[src/rtl/spi_uart_tx.sv]
`default_nettype none
// ============================================================================
// Module   : spi_uart_tx
// Brief    : Byte FIFO plus UART transmitter behind the ADS1293 SPI reader.
//            Define UART_PARITY_EN for 8E1 frames (default build is 8N1).
// Revision : 1.0 - initial release
// ============================================================================
module spi_uart_tx #(
    parameter int CLK_FREQ = 50_000_000,
    parameter int BAUD     = 115200,
    parameter int FIFO_AW  = 4
) (
    input  logic               clk,
    input  logic               rst_n,
    input  logic [7:0]         data_in,
    input  logic               data_valid,
    input  logic               ovf_clr,
    output logic               tx,
    output logic               busy,
    output logic [FIFO_AW:0]   fifo_level,
    output logic               overflow
);

    localparam int                 c_div        = CLK_FREQ / BAUD;
    localparam int                 c_cnt_w      = (c_div > 1) ? $clog2(c_div) : 1;
    localparam int                 c_depth      = 2 ** FIFO_AW;
    localparam logic [c_cnt_w-1:0] c_div_last   = c_cnt_w'(c_div - 1);
    localparam logic [c_cnt_w-1:0] c_cnt_one    = c_cnt_w'(1);
    localparam logic [FIFO_AW:0]   c_full_level = (FIFO_AW + 1)'(c_depth);
    localparam logic [FIFO_AW:0]   c_lvl_one    = (FIFO_AW + 1)'(1);
    localparam logic [FIFO_AW-1:0] c_ptr_one    = FIFO_AW'(1);

`ifdef UART_PARITY_EN
    typedef enum logic [2:0] {
        S_IDLE   = 3'd0,
        S_START  = 3'd1,
        S_DATA   = 3'd2,
        S_PARITY = 3'd3,
        S_STOP   = 3'd4
    } state_t;
`else
    typedef enum logic [2:0] {
        S_IDLE   = 3'd0,
        S_START  = 3'd1,
        S_DATA   = 3'd2,
        S_STOP   = 3'd4
    } state_t;
`endif

    logic               r_dv_q;
    logic               r_wr_req;
    logic [7:0]         r_wr_data;
    logic [7:0]         r_mem [c_depth];
    logic [FIFO_AW-1:0] r_wptr;
    logic [FIFO_AW-1:0] r_rptr;
    logic [FIFO_AW:0]   r_level;

    state_t             r_state;
    logic [c_cnt_w-1:0] r_baud_cnt;
    logic [2:0]         r_bit_cnt;
    logic [7:0]         r_shift;
`ifdef UART_PARITY_EN
    logic               r_par;
`endif

    logic               w_rise;
    logic               w_full;
    logic               w_empty;
    logic               w_pop;
    logic               w_push_ok;
    logic               w_drop;
    logic               w_baud_done;
    logic               w_frame_end;
    logic               w_busy_nxt;
    logic [FIFO_AW:0]   w_level_nxt;

    assign w_rise      = data_valid & ~r_dv_q;
    assign w_full      = (r_level == c_full_level);
    assign w_empty     = (r_level == '0);
    assign w_pop       = (r_state == S_IDLE) && !w_empty;
    // A full FIFO still takes a byte when the transmitter frees a slot this cycle.
    assign w_push_ok   = r_wr_req && (!w_full || w_pop);
    assign w_drop      = r_wr_req && w_full && !w_pop;
    assign w_baud_done = (r_baud_cnt == c_div_last);
    assign w_frame_end = (r_state == S_STOP) && w_baud_done;
    assign w_busy_nxt  = w_pop || ((r_state != S_IDLE) && !w_frame_end) || (w_level_nxt != '0);

    always_comb begin
        w_level_nxt = r_level;
        if (w_push_ok && !w_pop) begin
            w_level_nxt = r_level + c_lvl_one;
        end else if (!w_push_ok && w_pop) begin
            w_level_nxt = r_level - c_lvl_one;
        end
    end

    assign fifo_level = r_level;

    always_ff @(posedge clk) begin
        if (w_push_ok) begin
            r_mem[r_wptr] <= r_wr_data;
        end
    end

    always_ff @(posedge clk or negedge rst_n) begin
        if (!rst_n) begin
            r_dv_q    <= 1'b0;
            r_wr_req  <= 1'b0;
            r_wr_data <= 8'h00;
            r_wptr    <= '0;
            r_rptr    <= '0;
            r_level   <= '0;
            overflow  <= 1'b0;
        end else begin
            r_dv_q   <= data_valid;
            r_wr_req <= w_rise;
            if (w_rise) begin
                r_wr_data <= data_in;
            end
            if (w_push_ok) begin
                r_wptr <= r_wptr + c_ptr_one;
            end
            if (w_pop) begin
                r_rptr <= r_rptr + c_ptr_one;
            end
            r_level <= w_level_nxt;
            // A fresh drop outranks a simultaneous clear request.
            if (w_drop) begin
                overflow <= 1'b1;
            end else if (ovf_clr) begin
                overflow <= 1'b0;
            end
        end
    end

    always_ff @(posedge clk or negedge rst_n) begin
        if (!rst_n) begin
            r_state    <= S_IDLE;
            r_baud_cnt <= '0;
            r_bit_cnt  <= 3'd0;
            r_shift    <= 8'h00;
`ifdef UART_PARITY_EN
            r_par      <= 1'b0;
`endif
            tx         <= 1'b1;
            busy       <= 1'b0;
        end else begin
            busy <= w_busy_nxt;
            case (r_state)
                S_IDLE: begin
                    if (w_pop) begin
                        r_shift    <= r_mem[r_rptr];
`ifdef UART_PARITY_EN
                        r_par      <= ^r_mem[r_rptr];
`endif
                        r_baud_cnt <= '0;
                        r_bit_cnt  <= 3'd0;
                        tx         <= 1'b0;
                        r_state    <= S_START;
                    end
                end
                S_START: begin
                    if (w_baud_done) begin
                        r_baud_cnt <= '0;
                        tx         <= r_shift[0];
                        r_state    <= S_DATA;
                    end else begin
                        r_baud_cnt <= r_baud_cnt + c_cnt_one;
                    end
                end
                S_DATA: begin
                    if (w_baud_done) begin
                        r_baud_cnt <= '0;
                        if (r_bit_cnt == 3'd7) begin
`ifdef UART_PARITY_EN
                            tx      <= r_par;
                            r_state <= S_PARITY;
`else
                            tx      <= 1'b1;
                            r_state <= S_STOP;
`endif
                        end else begin
                            r_bit_cnt <= r_bit_cnt + 3'd1;
                            r_shift   <= {1'b0, r_shift[7:1]};
                            tx        <= r_shift[1];
                        end
                    end else begin
                        r_baud_cnt <= r_baud_cnt + c_cnt_one;
                    end
                end
`ifdef UART_PARITY_EN
                S_PARITY: begin
                    if (w_baud_done) begin
                        r_baud_cnt <= '0;
                        tx         <= 1'b1;
                        r_state    <= S_STOP;
                    end else begin
                        r_baud_cnt <= r_baud_cnt + c_cnt_one;
                    end
                end
`endif
                S_STOP: begin
                    if (w_baud_done) begin
                        r_baud_cnt <= '0;
                        r_state    <= S_IDLE;
                    end else begin
                        r_baud_cnt <= r_baud_cnt + c_cnt_one;
                    end
                end
                default: begin
                    r_baud_cnt <= '0;
                    tx         <= 1'b1;
                    r_state    <= S_IDLE;
                end
            endcase
        end
    end

endmodule
`default_nettype wire
[config.mk]
export PLATFORM = sky130hd
export DESIGN_NAME = spi_uart_tx
export DESIGN_NICKNAME = d
export VERILOG_FILES = /design/src/rtl/spi_uart_tx.sv
export SDC_FILE = /design/constraint.sdc
export NUM_CORES = 1
export LEC_CHECK = 0
export CAP_MARGIN = 20
export CORE_ASPECT_RATIO = 0.7
export CORE_MARGIN = 2
export CORE_UTILIZATION = 45
export CTS_CLUSTER_SIZE = 30
export DETAILED_ROUTE_END_ITERATION = 10
export PLACE_DENSITY = 0.69
export SLEW_MARGIN = 20
export SYNTH_ARGS = -nofsm -noshare
export SYNTH_HDL_FRONTEND = slang
export SYNTH_SLANG_ARGS = --single-unit
[constraint.sdc]
create_clock -name clk -period 2.6 [get_ports clk]
set_input_delay 0.39 -clock clk [delete_from_list [all_inputs] [get_ports clk]]
set_output_delay 0.39 -clock clk [all_outputs]
set_load 0.01 [all_outputs]
== Word-level counts from Yosys, hierarchy flattened ==
Memories as Yosys holds them, arrays and structs flattened.
Index checks and enable logic that the tools add are counted.
Cells by class
  reduce and logical (&&, ||, !) cells: 26
  bitwise gates (word level): 3
  add/sub/neg operators: 6
  multiplexer cells: 28
  eq/ne operators: 12
Operator list (number)
  3-bit two-way mux: 8
  8-bit two-way mux: 3
  9-bit two-way mux: 2
  9-bit one-hot mux with 2 select lines: 1
  8-bit one-hot mux with 2 select lines: 1
  2-bit inequality test, second input constant: 6
  3-bit one-hot mux with 4 select lines: 1
  5-bit two-way mux: 2
  9-bit by 1-bit adder with 9-bit output, second input constant: 1
  9-bit equality test, second input constant: 1
  4-bit by 1-bit adder with 4-bit output, second input constant: 2
  1-bit logical AND: 8
  1-bit two-way mux: 8
  4-bit AND reduction: 2
  3-bit equality test, second input constant: 2
  3-bit one-hot mux with 2 select lines: 1
  5-bit by 1-bit adder with 5-bit output, second input constant: 1
  5-bit equality test, second input constant: 1
  1-bit logical NOT: 5
  5-bit logical NOT: 1
  5-bit AND reduction: 1
  5-bit nonzero test: 1
  5-bit by 1-bit subtractor with 5-bit output, second input constant: 1
  1-bit one-hot mux with 4 select lines: 1
  10 further kinds: 14
Word-level totals
  word-level logic and storage cells: 89
  memories: 1
  memory bits (writable): 128
  register bits: 49
Memories
  r_mem: words 16, bits a word 8, read ports 1, clocked after memory_dff 0, wr ports 1, line 53  | logic [7:0] r_mem [c_depth];

== Logic depth before layout (Yosys ltp) ==
Gate-level depths: netlist (run 1).
  depth in word-level cells: 11
  depth in mapped cells: 8
  gate-level depth less buffers: 7

== Least setup slack after synthesis (run 1) ==
OpenSTA, ideal clock, no wires.
  path kind: register -> register
  start: register r_state[1]
  end: memory r_mem[4][0], enable pin
  data required time: 2.217 ns
  slack: 0.030 ns
  stages on the path, launching flop included: 7
  clock period less this slack: 2.570 ns
  setup time: 0.383 ns
  arrival time: 2.187 ns
  cell sequence: dfrtp_1 > buf_6 > or3_4 > buf_6 > a31oi_1 > nand2_1 > nor3_1
On the way
  cells in the longest elaborated chain, start to end: 6
Ends and longest elaborated chain
  start, declared: line 58  | state_t r_state;
  start signal, assigned: line 138  | r_state <= S_IDLE;
  start signal, assigned: line 159  | r_state <= S_START;
  start signal, assigned: line 166  | r_state <= S_DATA;
  3-bit logical NOT: line 80  | assign w_pop = (r_state == S_IDLE) && !w_empty;
  1-bit logical AND: line 80
  1-bit logical OR: line 82  | assign w_push_ok = r_wr_req && (!w_full || w_pop);
  1-bit logical AND: line 82
  1-bit two-way mux: line 100  | if (w_push_ok) begin
  1-bit two-way mux (not written as such): line 101  | r_mem[r_wptr] <= r_wr_data;
  end, declared: line 53
Every way passes these cells.

== Worst setup path after layout (run 1) ==
  start: register r_level[0], in the netlist fifo_level[0]
  end: register busy
On the way
  cells in the longest elaborated chain, start to end: 11
  elaborated cells on any way between the ends: 18
  classes of those cells: add/sub: 2; eq/ne: 1; mux: 2; reduce/logical: 13
Ends and longest elaborated chain
  start, declared: line 56  | logic [FIFO_AW:0] r_level;
  start signal, assigned: line 126  | r_level <= w_level_nxt;
  5-bit logical NOT: line 79  | assign w_empty = (r_level == '0);
  1-bit logical NOT: line 80
  1-bit logical AND: line 80
  1-bit logical OR: line 82
  1-bit logical AND: line 82
  1-bit logical NOT: line 92  | end else if (!w_push_ok && w_pop) begin
  1-bit logical AND: line 92
  5-bit two-way mux: line 92
  5-bit two-way mux (*): line 90  | if (w_push_ok && !w_pop) begin
  named net w_level_nxt[0]: line 75  | logic [FIFO_AW:0] w_level_nxt;
  5-bit nonzero test (*): line 86  | assign w_busy_nxt = w_pop || ((r_state != S_IDLE) && !w_frame_end) || (w_level_nxt != '0);
  1-bit logical OR (*): line 86
  named net w_busy_nxt: line 74  | logic w_busy_nxt;
  end signal, assigned: line 148  | busy <= w_busy_nxt;
  end, declared: line 19  | output logic busy,
Mark *: on every way through the listed nets, which the timed path passes. The rest lies on a longest branch.
A chain may end at the register's enable or synchronous reset.

==> out/metrics.cfg, run 1 <==
[run_status]
status = finished, final reports clean

[route]
wl_um = 14700
wire_per_inst_um = 19.9
top_layer = met4
vias = 4142
wl_met3_um = 720
via_per_inst = 5.61
firstDrtPassIters = 5
ant_nets = 0
met1_length_um = 6940
dr_wl_met2_um = 6930
remaining_drc_errors = 0
first_iter_violations = 465

[finish]
final_util_pct = 53.3
nets = 523
area_delta_synth_final_pct = 17.0
finalInstanceArea_mm2 = 0.00863
antenna_cells = 0
drive_gt1_share_pct = 23.0

[synth]
ys_seq_area_share_pct = 68.8
syn_nets = 475
synth_area_per_cell_um2 = 16.3
async_reset_ff_share_pct = 27.7
syn_inst = 452
yosysTopAreaCell = edfxtp_1
synthTopCellsByArea = edfxtp_1 (52%), dfrtp_1 (16%), mux4_2 (10%), ha_1 (1.9%), mux2_2 (1.5%)
synth_top_area_share_pct = 52.1
dominantRegCellSynth = edfxtp_1
yosysWarnings = 0
yosys_register_bits = 177
yosysUniqueCellTypes = 55
netlist_top_cells_count = edfxtp_1 (128), dfrtp_1 (48), mux4_2 (33)
syn_area_mm2 = 0.00738
synth_edf_count = 128
synthMostInstantiatedCell = edfxtp_1

[timing]
worstMarginPinSlew_ns = 0.679
hold_viol_final = 0
fmax_mhz = 408
worst_slack_ns = 0.152
tns_ns = 0
rsz0062_at_grt = no
relSlewSlack_pct = 54.7
setup_violations = 0
final.setup_skew_ns = 0.0181
period_share_pct = 94.2
slew_viol_final = 0
fin_crit_ns = 2.45

[floorplanning]
die_h_um = 111
ios = 20
core_mm2 = 0.0162
rows = 39
start_util_pct = 45.5
die_x_um = 157
die-area_mm2 = 0.0174

[setup_path]
critPathLaunchType = flip-flop
reg2reg_slack_ns = 0.15
end_kind = flip-flop
crit_slowest_cell = or4bb_1
cp_num_buf_inv = 1
required_ns = 2.90
critPathLaunch = fifo_level[0]
crit_family = simple AND/OR/NAND/NOR gates
worstPathArrival_ns = 2.75
rr_startpoint = fifo_level[0]
cp_slowest_stage_delay_ns = 0.59
crit_fanout = 5
crit_path_cell_trace = inv_1 > ha_1 > or4bb_1 > o211ai_2 > a211oi_1 > or3_1 > or4_1
path_class = flip-flop to flip-flop

[power_and_ir_drop]
comb_power_share_pct = 14.7
swShare_pct = 29.0
powerDensity_mw_per_mm2 = 848
p_clk_share_pct = 35.0
switchingPower_uw = 2120
p_int_uw = 5200
pwr-share-seq_pct = 50.3
power_leakage_uw = 0.00306
ir_worst_vdd_mv = 0.433

[clock_network]
post_cts_buffers = 0
cts-root-buf = clkbuf_16
cts_tree = done
cts-buffers-inserted = 17
h-tree-depth = 4
clk_latency_ns = 0.43
cts.sinks = 177
clkSlewWorstSetupHoldPaths_ns = 0.08
cts.path.max_buffers = 2

[placement]
port_buffers = 19
finalWeightedCongestion = 0.838
placed_area_mm2 = 0.00800
place_ws_ns = 0.179
hpwl_um = 9650

[global_routing]
grt_pass1_wl_um = 23700
grt_overflow_total = 0
grt_usage_pct = 18.3
grt_start_max_net_pins = 36
antenna_found_initial = 0
grt_pass1_vias = 4168

[min_path]
hold_path_class = flip-flop to flip-flop
hp-start = r_dv_q

[run]
maxCapViolCount = 0

## kinds of logic after synthesis
kind of cell / synth area share, %
buf+inv: 2.22
xor+xnor: 1.19
fa+ha+maj: 1.87
simple gates: 7.48
mux: 12.0
flops: 68.8
compound gates: 6.48
## cells in the final DEF (no fill, tap or decap), types with 3 or more instances in the layout
master and count:
mux4_2 33, clkinv_8 6, buf_4 28, a21oi_1 17
nor4_1 6, and2_1 6, and3_1 5, o22ai_1 17
edfxtp_1 128, inv_6 4, nand3_1 6, mux2_2 10
xor2_1 4, dfrtp_1 47, inv_1 17, a31oi_1 4
nand4_1 4, nor3_1 12, a21o_1 6, nand2_1 12
ha_1 11, inv_8 3, mux2i_1 3, clkdlybuf4s50_1 18
xnor2_1 6, o21ai_0 14, nand2b_1 6, nor3b_1 6
a32oi_1 3, clkbuf_16 17, nor2_1 18
## power groups by stage
| stage | sequential, µW | clock [µW] | combinational (µW) |
|---|---|---|---|
| CTS | 3670 | 2600 | 1090 |
| detailed placement | 3730 | 0 | 1080 |
| global placement | 3700 | 0 | 1040 |
| finish | 3680 | 2560 | 1080 |
| global route | 3720 | 2710 | 1180 |
| floorplan | 3600 | 0 | 736 |
## routing by layer
metal / global-route usage (%) / vias up
li1: - / 1881
met1: 28.1 / 2130
met2: 27.3 / 118
met3: 3.32 / 13
met4: 4.73 / 0
met5: 0 / -
## registers in the layout, summed over array words and instances, names as in the netlist
register and cells:
r_rptr 4, overflow 1, r_state 3, r_wr_req 1, busy 1, r_wptr 4
r_mem 128, fifo_level 5, r_bit_cnt 3, r_shift 8, r_baud_cnt 9, r_dv_q 1
r_wr_data 8, tx 1
## timing repair
action | CTS | global route
endpoints found under the hold margin | 21 | 0
setup endpoints to repair | 0 | 11
hold buffers | 1 | 0
gates resized for setup | 0 | 1
## final timing paths
path	to	cells past startpoint
max reg2reg	busy	7
min in group asynchronous	r_baud_cnt[4]	2
min reg2reg	r_wr_req	1
max	busy	7
min	r_wr_req	1
max in group asynchronous	fifo_level[2]	3
## cell type report
cell class	instances	area, µm²
Sequential cell	177	5070
Fill cell	1299	7570
Tap cell	225	282
Inverter	17	63.8
Multi-Input combinational cell	237	2150
Clock buffer	17	425
Clock inverter	15	186
Timing Repair Buffer	50	445
## worst reg2reg max path, delay by kind of cell (launching register included)
| family | cells | cell delay [ns] |
|---|---|---|
| AO/OA/AOI/OAI | 2 | 0.25 |
| adder cells (fa/ha/maj) | 1 | 0.23 |
| flip-flops | 1 | 0.39 |
| AND/OR/NAND/NOR | 3 | 1.35 |
| buffers and inverters | 1 | 0.11 |
## metrics by stage
| step | hold slack [ns] | power (µW) | cells |
|---|---|---|---|
| after floorplan | 0.0944 | 4330 | 452 |
| after global routing | 0.430 | 7610 | 738 |
| after detailed placement | 0.404 | 4810 | 705 |
| after CTS | 0.417 | 7360 | 738 |
| after global placement | 0.398 | 4740 | 705 |
| final | 0.415 | 7320 | 738 |
No activity file was read; power rests on OpenSTA's default activity.
==> run 2, diff against run 1 <==
--- a/config.mk
+++ b/config.mk
@@ -6,12 +6,15 @@
 export NUM_CORES = 1
 export LEC_CHECK = 0
 export CAP_MARGIN = 20
+export CELL_PAD_IN_SITES_DETAIL_PLACEMENT = 0
+export CELL_PAD_IN_SITES_GLOBAL_PLACEMENT = 1
 export CORE_ASPECT_RATIO = 0.7
-export CORE_MARGIN = 2
+export CORE_MARGIN = 1
 export CORE_UTILIZATION = 45
 export CTS_CLUSTER_SIZE = 30
 export DETAILED_ROUTE_END_ITERATION = 10
-export PLACE_DENSITY = 0.69
+export HOLD_SLACK_MARGIN = 0.02
+export PLACE_DENSITY = 0.77
 export SLEW_MARGIN = 20
 export SYNTH_ARGS = -nofsm -noshare
 export SYNTH_HDL_FRONTEND = slang
==> run 2 against run 1 <==
Register-to-register slack got worse by 0.03 ns. Utilization increased by 1.7 points. Count of clock-buffer cells in the layout unchanged. Routed wire length increased by 4.3%. Global-route usage increased by 1.5 points. Hold slack about the same. Combinational power about the same. Die area decreased by 3.1%. Largest power group unchanged. Highest routed layer unchanged.
==> out/metrics.cfg, run 2 (synthesis results as in run 1) <==
[placement]
hpwl_um = 10200
finalWeightedCongestion = 0.758
port_buffers = 19
place_ws_ns = 0.161

[finish]
largest_register_ffs = 128
top_register = r_mem
fill_cells = 1221
antenna_cells = 0
seq_area_mm2 = 0.00507
nets = 527
drive_gt1_share_pct = 23.6
largestRegisters = r_mem x128, r_baud_cnt x9
area_delta_synth_final_pct = 17.2
final_cell_mix = edfxtp_1 (128), dfrtp_1 (47), mux4_2 (33)
final_common_cell = edfxtp_1
multiInputGateArea_mm2 = 0.00215

[floorplanning]
core_mm2 = 0.0157
die_x_um = 155
die_h_um = 109
die-area_mm2 = 0.0169
start_util_pct = 46.9
rows = 38
ios = 20

[clock_network]
h-tree-depth = 4
cts-buffers-inserted = 17
cts-root-buf = clkbuf_16
post_cts_resized = 0
clk_latency_ns = 0.44
clkSlewWorstSetupHoldPaths_ns = 0.07
cts_tree = done
cts.path.max_buffers = 2
cts.sinks = 177
post_cts_buffers = 0

[setup_path]
crit_path_cell_trace = inv_1 > ha_1 > or4bb_1 > o211ai_2 > a211oi_1 > or3_1 > or4_1
required_ns = 2.91
crit_fanout = 5
end_kind = flip-flop
reg2reg_slack_ns = 0.12
critPathLaunchType = flip-flop
crit_slowest_cell = or4bb_1
worstPathArrival_ns = 2.79
cp_slowest_stage_delay_ns = 0.59
path_class = flip-flop to flip-flop

[timing]
period_share_pct = 95.5
fmax_mhz = 403
worstMarginPinSlew_ns = 0.691
relSlewSlack_pct = 53.9
hold_ws_ns = 0.414
final.setup_skew_ns = 0.0107
worst_slack_ns = 0.118
tns_ns = 0
slew_viol_final = 0
setup_violations = 0
rsz0062_at_grt = no
hold_viol_final = 0
fin_crit_ns = 2.48

[route]
via_per_inst = 5.65
wl_um = 15300
first_iter_violations = 508
firstDrtPassIters = 5
wire_per_inst_um = 20.8
ant_nets = 0
remaining_drc_errors = 0
vias = 4164

[global_routing]
grt_usage_pct = 19.8
grt_pass1_wl_um = 23800
grt_start_max_net_pins = 36
grt_overflow_total = 0
antenna_found_initial = 0
grt_pass1_vias = 4086

[power_and_ir_drop]
power_leakage_uw = 0.00309
powerDensity_mw_per_mm2 = 856
ir_worst_vdd_mv = 0.485

[run]
maxCapViolCount = 0

[run_status]
status = finished, final reports clean

[min_path]
hold_path_class = primary input to flip-flop

-- run 2: layer usage --
metal,track usage (%),wire length (µm),vias up
met2,27.7,6640,112
li1,-,-,1883
met5,0,0,-
met4,6.29,214,0
met1,30.6,7680,2149
met3,4.37,817,20
-- run 2: repair_timing --
item                                    4_1_cts  5_1_grt
hold buffers                                  1        0
hold endpoints to repair                     20        0
endpoints found under the setup margin        0        0
-- run 2: cell type report --
class	count	share of cell area, %
Tap cell	220	3.18
Sequential cell	177	58.7
Timing Repair Buffer	54	5.50
Inverter	17	0.738
Multi-Input combinational cell	237	24.8
Clock buffer	17	4.92
Clock inverter	15	2.17
-- run 2: path summary, 6_finish.rpt --
path | from | depth (start not counted) | endpoint
max | fifo_level[1] | 7 | busy
min | data_valid | 1 | r_dv_q
max reg2reg | fifo_level[1] | 7 | busy
min reg2reg | r_bit_cnt[0] | 1 | r_bit_cnt[0]
max in group asynchronous | rst_n | 3 | r_wptr[2]
min in group asynchronous | rst_n | 2 | r_rptr[0]
-- run 2: metrics by stage --
step / power, µW / cell area, µm² / cells / utilization, %
after floorplan: 4330 / 7380 / 452 / -
final: 7400 / 8650 / 737 / 54.9
after detailed placement: 4840 / 8020 / 704 / 51.0
after global routing: 7670 / 8650 / 737 / 54.9
after CTS: 7440 / 8650 / 737 / 54.9
after global placement: 4790 / 8020 / 704 / 51.0
-- run 2: critical path, delay by kind of cell (launching register included) --
family          cells  cell delay, ns
compound gates      2            0.28
fa+ha+maj           1            0.23
buf+inv             1            0.10
flops               1            0.38
simple gates        3            1.36
-- run 2: power by group --
group          switching, µW  internal, µW  leakage [µW]
registers                345          3350       0.00175
clock network           1220          1390      0.000301
logic                    542           551       0.00103
==> run 3, diff against run 2 <==
--- a/config.mk
+++ b/config.mk
@@ -5,7 +5,6 @@
 export SDC_FILE = /design/constraint.sdc
 export NUM_CORES = 1
 export LEC_CHECK = 0
-export CAP_MARGIN = 20
 export CELL_PAD_IN_SITES_DETAIL_PLACEMENT = 0
 export CELL_PAD_IN_SITES_GLOBAL_PLACEMENT = 1
 export CORE_ASPECT_RATIO = 0.7
@@ -15,6 +14,7 @@
 export DETAILED_ROUTE_END_ITERATION = 10
 export HOLD_SLACK_MARGIN = 0.02
 export PLACE_DENSITY = 0.77
+export SKIP_LAST_GASP = 1
 export SLEW_MARGIN = 20
 export SYNTH_ARGS = -nofsm -noshare
 export SYNTH_HDL_FRONTEND = slang
==> results of run 3 <==
The final DEF is identical to that of run 2; final timing and power are the same.
